File: config.mk
export PLATFORM = sky130hd
export DESIGN_NAME = alu_operand_arbiter
export DESIGN_NICKNAME = d
export VERILOG_FILES = /design/src/rtl/alu_operand_arbiter.sv
export SDC_FILE = /design/constraint.sdc
export NUM_CORES = 1
export LEC_CHECK = 0
export CORE_ASPECT_RATIO = 1.4
export CORE_MARGIN = 1
export CORE_UTILIZATION = 30
export DETAILED_ROUTE_END_ITERATION = 12
export MAX_ROUTING_LAYER = met4
export PLACE_DENSITY = 0.68
export SLEW_MARGIN = 20
export SYNTH_ARGS = -nofsm -noshare
export SYNTH_HDL_FRONTEND = slang
export SYNTH_SLANG_ARGS = --single-unit
export TNS_END_PERCENT = 100
File: constraint.sdc
create_clock -name clk -period 2.55 [get_ports clk]
set_input_delay 0.6375 -clock clk [delete_from_list [all_inputs] [get_ports clk]]
set_output_delay 0.6375 -clock clk [all_outputs]
set_load 0.01 [all_outputs]
File: src/rtl/alu_operand_arbiter.sv
// Round-robin arbiter for the ALU's shared 4:1 operand mux, with a single-entry valid/ready output slot.
// Optional burst lock is compiled in with `define ALU_ARB_BURST_LOCK_EN.
module alu_operand_arbiter #(
  parameter int MAX_BURST = 4
) (
  input  logic       clk,
  input  logic       rst,
  input  logic [3:0] req,
  input  logic [3:0] lock,
  output logic [3:0] ack,
  output logic [1:0] sel,
  input  logic [7:0] mux_y,
  output logic       out_valid,
  output logic [7:0] out_data,
  output logic [1:0] out_src,
  input  logic       out_ready
);

  logic [1:0] ptr;
  logic [1:0] rr_win;
  logic [1:0] win;
  logic [1:0] idx;
  logic       rr_found;
  logic       can_cap;
  logic       cap;

  assign can_cap = !out_valid || out_ready;
  assign cap     = can_cap && (|req);

  // Search from ptr+1 upward with wrap; offset 4 folds back onto ptr itself.
  always_comb begin
    rr_found = 1'b0;
    rr_win   = ptr;
    idx      = ptr;
    for (int i = 1; i <= 4; i++) begin
      idx = ptr + 2'(i);
      if (!rr_found && req[idx]) begin
        rr_found = 1'b1;
        rr_win   = idx;
      end
    end
  end

`ifdef ALU_ARB_BURST_LOCK_EN
  logic [3:0] burst_cnt;
  logic       hold;

  // ptr always names the last winner, so it doubles as the lock owner.
  assign hold = (burst_cnt != 4'd0) && (burst_cnt < 4'(MAX_BURST)) && req[ptr] && lock[ptr];
  assign win  = hold ? ptr : rr_win;

  always_ff @(posedge clk) begin
    if (rst) begin
      burst_cnt <= 4'd0;
    end else if (cap) begin
      if (lock[win] && (burst_cnt < 4'(MAX_BURST)))
        burst_cnt <= (win == ptr) ? burst_cnt + 4'd1 : 4'd1;
      else
        burst_cnt <= 4'd0;
    end else if ((burst_cnt != 4'd0) && !(req[ptr] && lock[ptr])) begin
      burst_cnt <= 4'd0;
    end
  end
`else
  logic unused_cfg;
  assign unused_cfg = ^{lock, 4'(MAX_BURST)};
  assign win        = rr_win;
`endif

  always_comb begin
    ack = 4'b0000;
    sel = 2'b00;
    if (cap) begin
      ack[win] = 1'b1;
      case (win)
        2'd0:    sel = 2'b01;
        2'd1:    sel = 2'b11;
        2'd2:    sel = 2'b10;
        default: sel = 2'b00;
      endcase
    end
  end

  always_ff @(posedge clk) begin
    if (rst) begin
      out_valid <= 1'b0;
      out_data  <= 8'h00;
      out_src   <= 2'd0;
      ptr       <= 2'd3;
    end else if (cap) begin
      out_valid <= 1'b1;
      out_data  <= mux_y;
      out_src   <= win;
      ptr       <= win;
    end else if (out_valid && out_ready) begin
      out_valid <= 1'b0;
    end
  end

endmodule

Word-level counts from Yosys, hierarchy flattened:

Cells that the tools add are included.

* add/sub/neg operators: 3
* $lt $le $gt $ge: 6
* eq/ne operators: 2
* multiplexer cells: 22
* reductions and logical operators: 14

Operator list (count)
* 2-bit by 3-bit < comparator with 1-bit output (second input constant): 5
* 1-bit two-way mux: 10
* 2-bit two-way mux: 5
* 1-bit binary-select mux with 2-bit select: 4
* 1-bit logical AND: 6
* 2-bit case mux with 3 select lines: 1
* 2-bit adder (second input constant): 2
* 1-bit zero test: 4
* 4-bit two-way mux: 1
* 4-bit OR reduction: 1
* 2-bit by 1-bit adder with 2-bit output (second input constant): 1
* 1-bit demux with 2-bit select: 1
* 2-bit by 1-bit == test with 1-bit output (second input constant): 1
* 2-bit == test (second input constant): 1
* 2-bit by 1-bit >= comparator with 1-bit output (second input constant): 1
* 2-bit zero test: 1
* 2-bit nonzero test: 1
* 1-bit logical OR: 1

* flip-flop bits (word level): 13
* input port bits: 19
* output and inout port bits: 17

Longest topological paths before layout:

* word-level depth: 18
* gate-level depth with buffers: 7
* depth with buffers taken out: 7

Worst setup path before layout:

No wires, ideal clock.

* path kind: input to output
* start point: input port req[3]
* end point: output port sel[0]
* arrival time: 1.754 ns
* data required time: 1.913 ns
* slack: 0.159 ns
* stages on the path: 4
* cells stage by stage: o311ai_1 inv_1 ha_1 nor3_1

* word-level cells in the longest chain between the ends: 15

Ends and longest elaborated chain
* start: declaration: line 8 `input logic [3:0] req,`
* 1-bit binary-select mux with 2-bit select: line 37 `if (!rr_found && req[idx]) begin`
* 1-bit two-way mux (implied by the code): line 37
* 1-bit two-way mux: line 37
* 1-bit zero test: line 37
* 1-bit logical AND: line 37
* 1-bit two-way mux: line 37
* 1-bit zero test: line 37
* 1-bit logical AND: line 37
* 1-bit two-way mux: line 37
* 1-bit zero test: line 37
* 1-bit logical AND: line 37
* 2-bit two-way mux (*): line 37
* named net rr_win[1]: line 20 `logic [1:0] rr_win;`
* 2-bit == test (tied with other cells): line 75 `case (win)`
* 2-bit case mux with 3 select lines (*): line 75
* 2-bit two-way mux (*): line 73 `if (cap) begin`
* end: declaration: line 11 `output logic [1:0] sel,`

Mark *: on every way through the listed nets, which the timed path passes. The rest lies on a longest branch. The select of a mux whose other input is x is not followed.

Final worst setup path:

* start point: input port req[2]
* end point: output port sel[1]

* word-level cells in the longest chain between the ends: 15

Ends and longest elaborated chain (line)
* 1-bit binary-select mux with 2-bit select: 37
* 1-bit two-way mux (implied by the code): 37
* 1-bit two-way mux: 37
* 1-bit zero test: 37
* 1-bit logical AND: 37
* 1-bit two-way mux: 37
* 1-bit zero test: 37
* 1-bit logical AND: 37
* 1-bit two-way mux: 37
* 1-bit zero test: 37
* 1-bit logical AND: 37
* 2-bit two-way mux: 37
* 2-bit == test (tied with other cells): 75
* 2-bit case mux with 3 select lines: 75
* 2-bit two-way mux (*): 73

Mark *: on every way between the ends. The rest lies on a longest branch, timed or not. The select of a mux whose other input is x is not followed.

==> flow_summary_export.csv <==
group,metric,value,unit
outcome,status,"finished, final reports clean",
timing,layout_min_cycle_time,2.48,ns
cts,cts_tree,"yes",
cells_and_area,diodes,0,
floorplanning,fp.dieH,59.7,um
floorplanning,row_count,20,
placement,place_hpwl,1.27,mm
route,vias,693,
setup_path,path_common_cell,"buf_4",
synthesis,synth_cells,82,
timing,hold_viol,0,
cts,cts_hold_buf,0,
timing,fin_skew,0.00299,ns
setup_path,crit_type,"primary input to output pin",
power,irDropWorstVdd,0.263,mV
floorplanning,die_x,43.2,um
synthesis,synthDistinctLibCells,24,
grt,grt_pass1_vias,685,
hold_path,worstHoldStart,"out_data[6]",
grt,grt_pass1_wl,2.87,mm
power,p_sw,0.176,mW
floorplanning,initial_core_util,0.324,
synthesis,synth-seq-cells,13,
route,wl_per_cell,11.7,um
setup_path,worstRegToRegCells,6,
power,intPower,0.400,mW
grt,grt_use_total,0.155,
power,pwr-share-comb,0.377,
timing,tns,0,ns
placement,gp_congestion,0.826,
hold_path,holdPathStages,2,
floorplanning,coreArea,2200,um^2
setup_path,r2r-start,"ptr[0]",
cells_and_area,fin_nets,150,
setup_path,end_kind,"output pin",
cts,cts_buffer_depth,2,
setup_path,crit_path_start_kind,"primary input",
synthesis,syn_area,713,um^2
route,drtAntennaViolNets,0,
synthesis,synth_area_per_cell,8.70,um^2
setup_path,slowest_stage,"ha_2",
grt,grt-ovfl-total,0,
cells_and_area,drive_gt1_frac,0.368,
timing,clock.fmax,403,MHz
flow_run,max_cap_violations,0,
synthesis,seq_area_frac_synth,0.365,
cells_and_area,area_delta_synth_final,62.8,%
floorplanning,ios,36,
cts,clockRootBuffer,"clkbuf_4",
route,wl,1.73,mm
floorplanning,die_area,2580,um^2
power,p_sw_frac,0.306,
setup_path,slowest_delay,0.29,ns
synthesis,syn_nets,106,
cells_and_area,fill_cells,222,
route,drcViolationCount,0,
cts,numCtsBuffers,3,
placement,port_buffers,31,
route,dr.first_iter.drc_count,10,
hold_path,hold_end,"out_data[6]",
power,clock_power_share,0.210,
setup_path,r2r_slack,1.23,ns
cts,cts_max_level,1,
timing,max_slew.worst_pin.slew,0.642,ns
setup_path,worstPathCellList,"buf_4, nand2b_1, a21oi_2, nor3_2, buf_4, ha_2, and2_1, buf_2",
power,share_seq_of_total_power,0.413,
hold_path,hold_path_class,"flop to flop",
grt,antenna_found_initial,0,
cts,cts.sinks,13,
cells_and_area,final_util,0.527,
synthesis,yosysWarnings,0,
power,p_per_area,496,nW/um^2
timing,maxSlewHeadroom,0.571,
timing,finalCritPeriodShare,0.973,
timing,setup_viol,0,
grt,grt_max_degree,14,
timing,drv_slew,0,
route,dr.pass1.iters,4,
cts,clock_latency,0.27,ns
power,p_leak,0.492,nW
route,vias_per_cell,4.71,
setup_path,cp.required,1.91,ns
timing,rsz0062_at_grt,"no",
cts,clk_pin_slew,0.07,ns
setup_path,critPathArrivalTime,1.84,ns
setup_path,r2r-end,"out_src[1]",
setup_path,cp_max_fo,4,
[power groups by stage]
stage / Sequential (mW) / Combinational [mW] / Clock [mW]
6_report: 0.238 / 0.217 / 0.121
5_1_grt: 0.241 / 0.239 / 0.140
4_1_cts: 0.237 / 0.218 / 0.129
3_5_place_dp: 0.238 / 0.216 / 0
3_3_place_gp: 0.237 / 0.213 / 0
2_1_floorplan: 0.242 / 0.0914 / 0
[critical path, delay by kind of cell]
kind	cells	cell delay, ns
fa+ha+maj	1	0.29
compound gates	1	0.17
buf+inv	3	0.40
simple gates	3	0.33
[worst max-delay path by stage]
| stage | endpoint | slack [ns] | cells after the start | start |
|---|---|---|---|---|
| after floorplan | sel[0] | 0.16 | 4 | req[3] |
| after global placement | sel[0] | -0.82 | 6 | req[3] |
| after detailed placement | sel[0] | -0.87 | 6 | req[3] |
| after CTS | ack[1] | 0.05 | 7 | req[0] |
| after global routing | ack[2] | 0.004 | 9 | req[1] |
| final | sel[1] | 0.07 | 8 | req[2] |
[registers in the layout, indices dropped and copies added, names as in the netlist]
name	count
out_data	8
out_src	2
ptr	2
out_valid	1
[layout make-up]
| class | count | area, um^2 | area share |
|---|---|---|---|
| multi-input cells | 63 | 479 | 0.413 |
| clock buffers | 4 | 26.3 | 0.0226 |
| flip-flops and latches | 13 | 264 | 0.227 |
| repair buffers | 42 | 353 | 0.304 |
| well taps | 22 | 27.5 | 0.0237 |
| inverters | 3 | 11.3 | 0.00970 |
[layer usage]
metal,vias up,track usage,share of wire
li1,361,-,-
met2,18,0.275,0.53
met5,-,-,0
met1,312,0.160,0.42
met4,0,0.0952,0.016
met3,2,0.0181,0.038
[placed cells by master (no fill, tap or decap), types with 2 or more instances in the layout]
cell and instances:
a21oi_1 2, a21oi_2 10, and2_1 5, buf_2 6
buf_4 13, clkbuf_4 3, clkdlybuf4s50_1 21, dfxtp_1 12
ha_1 3, ha_2 2, inv_1 2, nand2_1 18
nand2b_1 2, nor2_1 4, nor3_1 2
[cells in the mapped netlist]
cell | n | share of area
buf_8 | 1 | 0.021
nor3b_1 | 1 | 0.011
dfxtp_1 | 13 | 0.36
o311ai_1 | 1 | 0.012
nand2_1 | 19 | 0.10
o21ai_0 | 2 | 0.014
nand2b_1 | 2 | 0.018
inv_1 | 3 | 0.016
nor2b_1 | 1 | 0.0088
buf_1 | 1 | 0.0053
a21oi_2 | 9 | 0.11
nor3_1 | 3 | 0.021
ha_1 | 5 | 0.088
buf_6 | 1 | 0.016
a211oi_1 | 1 | 0.011
a21oi_1 | 4 | 0.028
and2_1 | 5 | 0.044
nor2_1 | 4 | 0.021
o21a_1 | 1 | 0.011
nor4_4 | 1 | 0.030
nand3b_1 | 1 | 0.011
o21bai_1 | 1 | 0.011
nor4_1 | 1 | 0.0088
a21o_4 | 1 | 0.021
[kinds of logic after synthesis]
family                     synth area share
adders and majority gates            0.0877
and+or+nand+nor                       0.272
buffers and inverters                0.0579
AOI/OAI and AO/OA                     0.218
DFF                                   0.365
[per-stage QoR]
stage / setup WS (ns) / hold slack [ns] / power [mW] / instance area [um^2] / std cells
3_5_place_dp: -0.871 / 0.457 / 0.454 / 1100 / 142
2_1_floorplan: 0.159 / 0.492 / 0.333 / 713 / 82
5_1_grt: 0.00354 / 0.487 / 0.621 / 1160 / 147
3_3_place_gp: -0.820 / 0.455 / 0.450 / 1100 / 142
6_report: 0.0701 / 0.470 / 0.576 / 1160 / 147
4_1_cts: 0.0474 / 0.469 / 0.584 / 1150 / 147
[what timing repair did]
item	CTS	global route
setup endpoints to repair	6	5
buffers inserted	1	0
pin swaps	5	4
gates cloned	0	0
gates resized for setup	53	7
(Power assumes the default switching activity.)
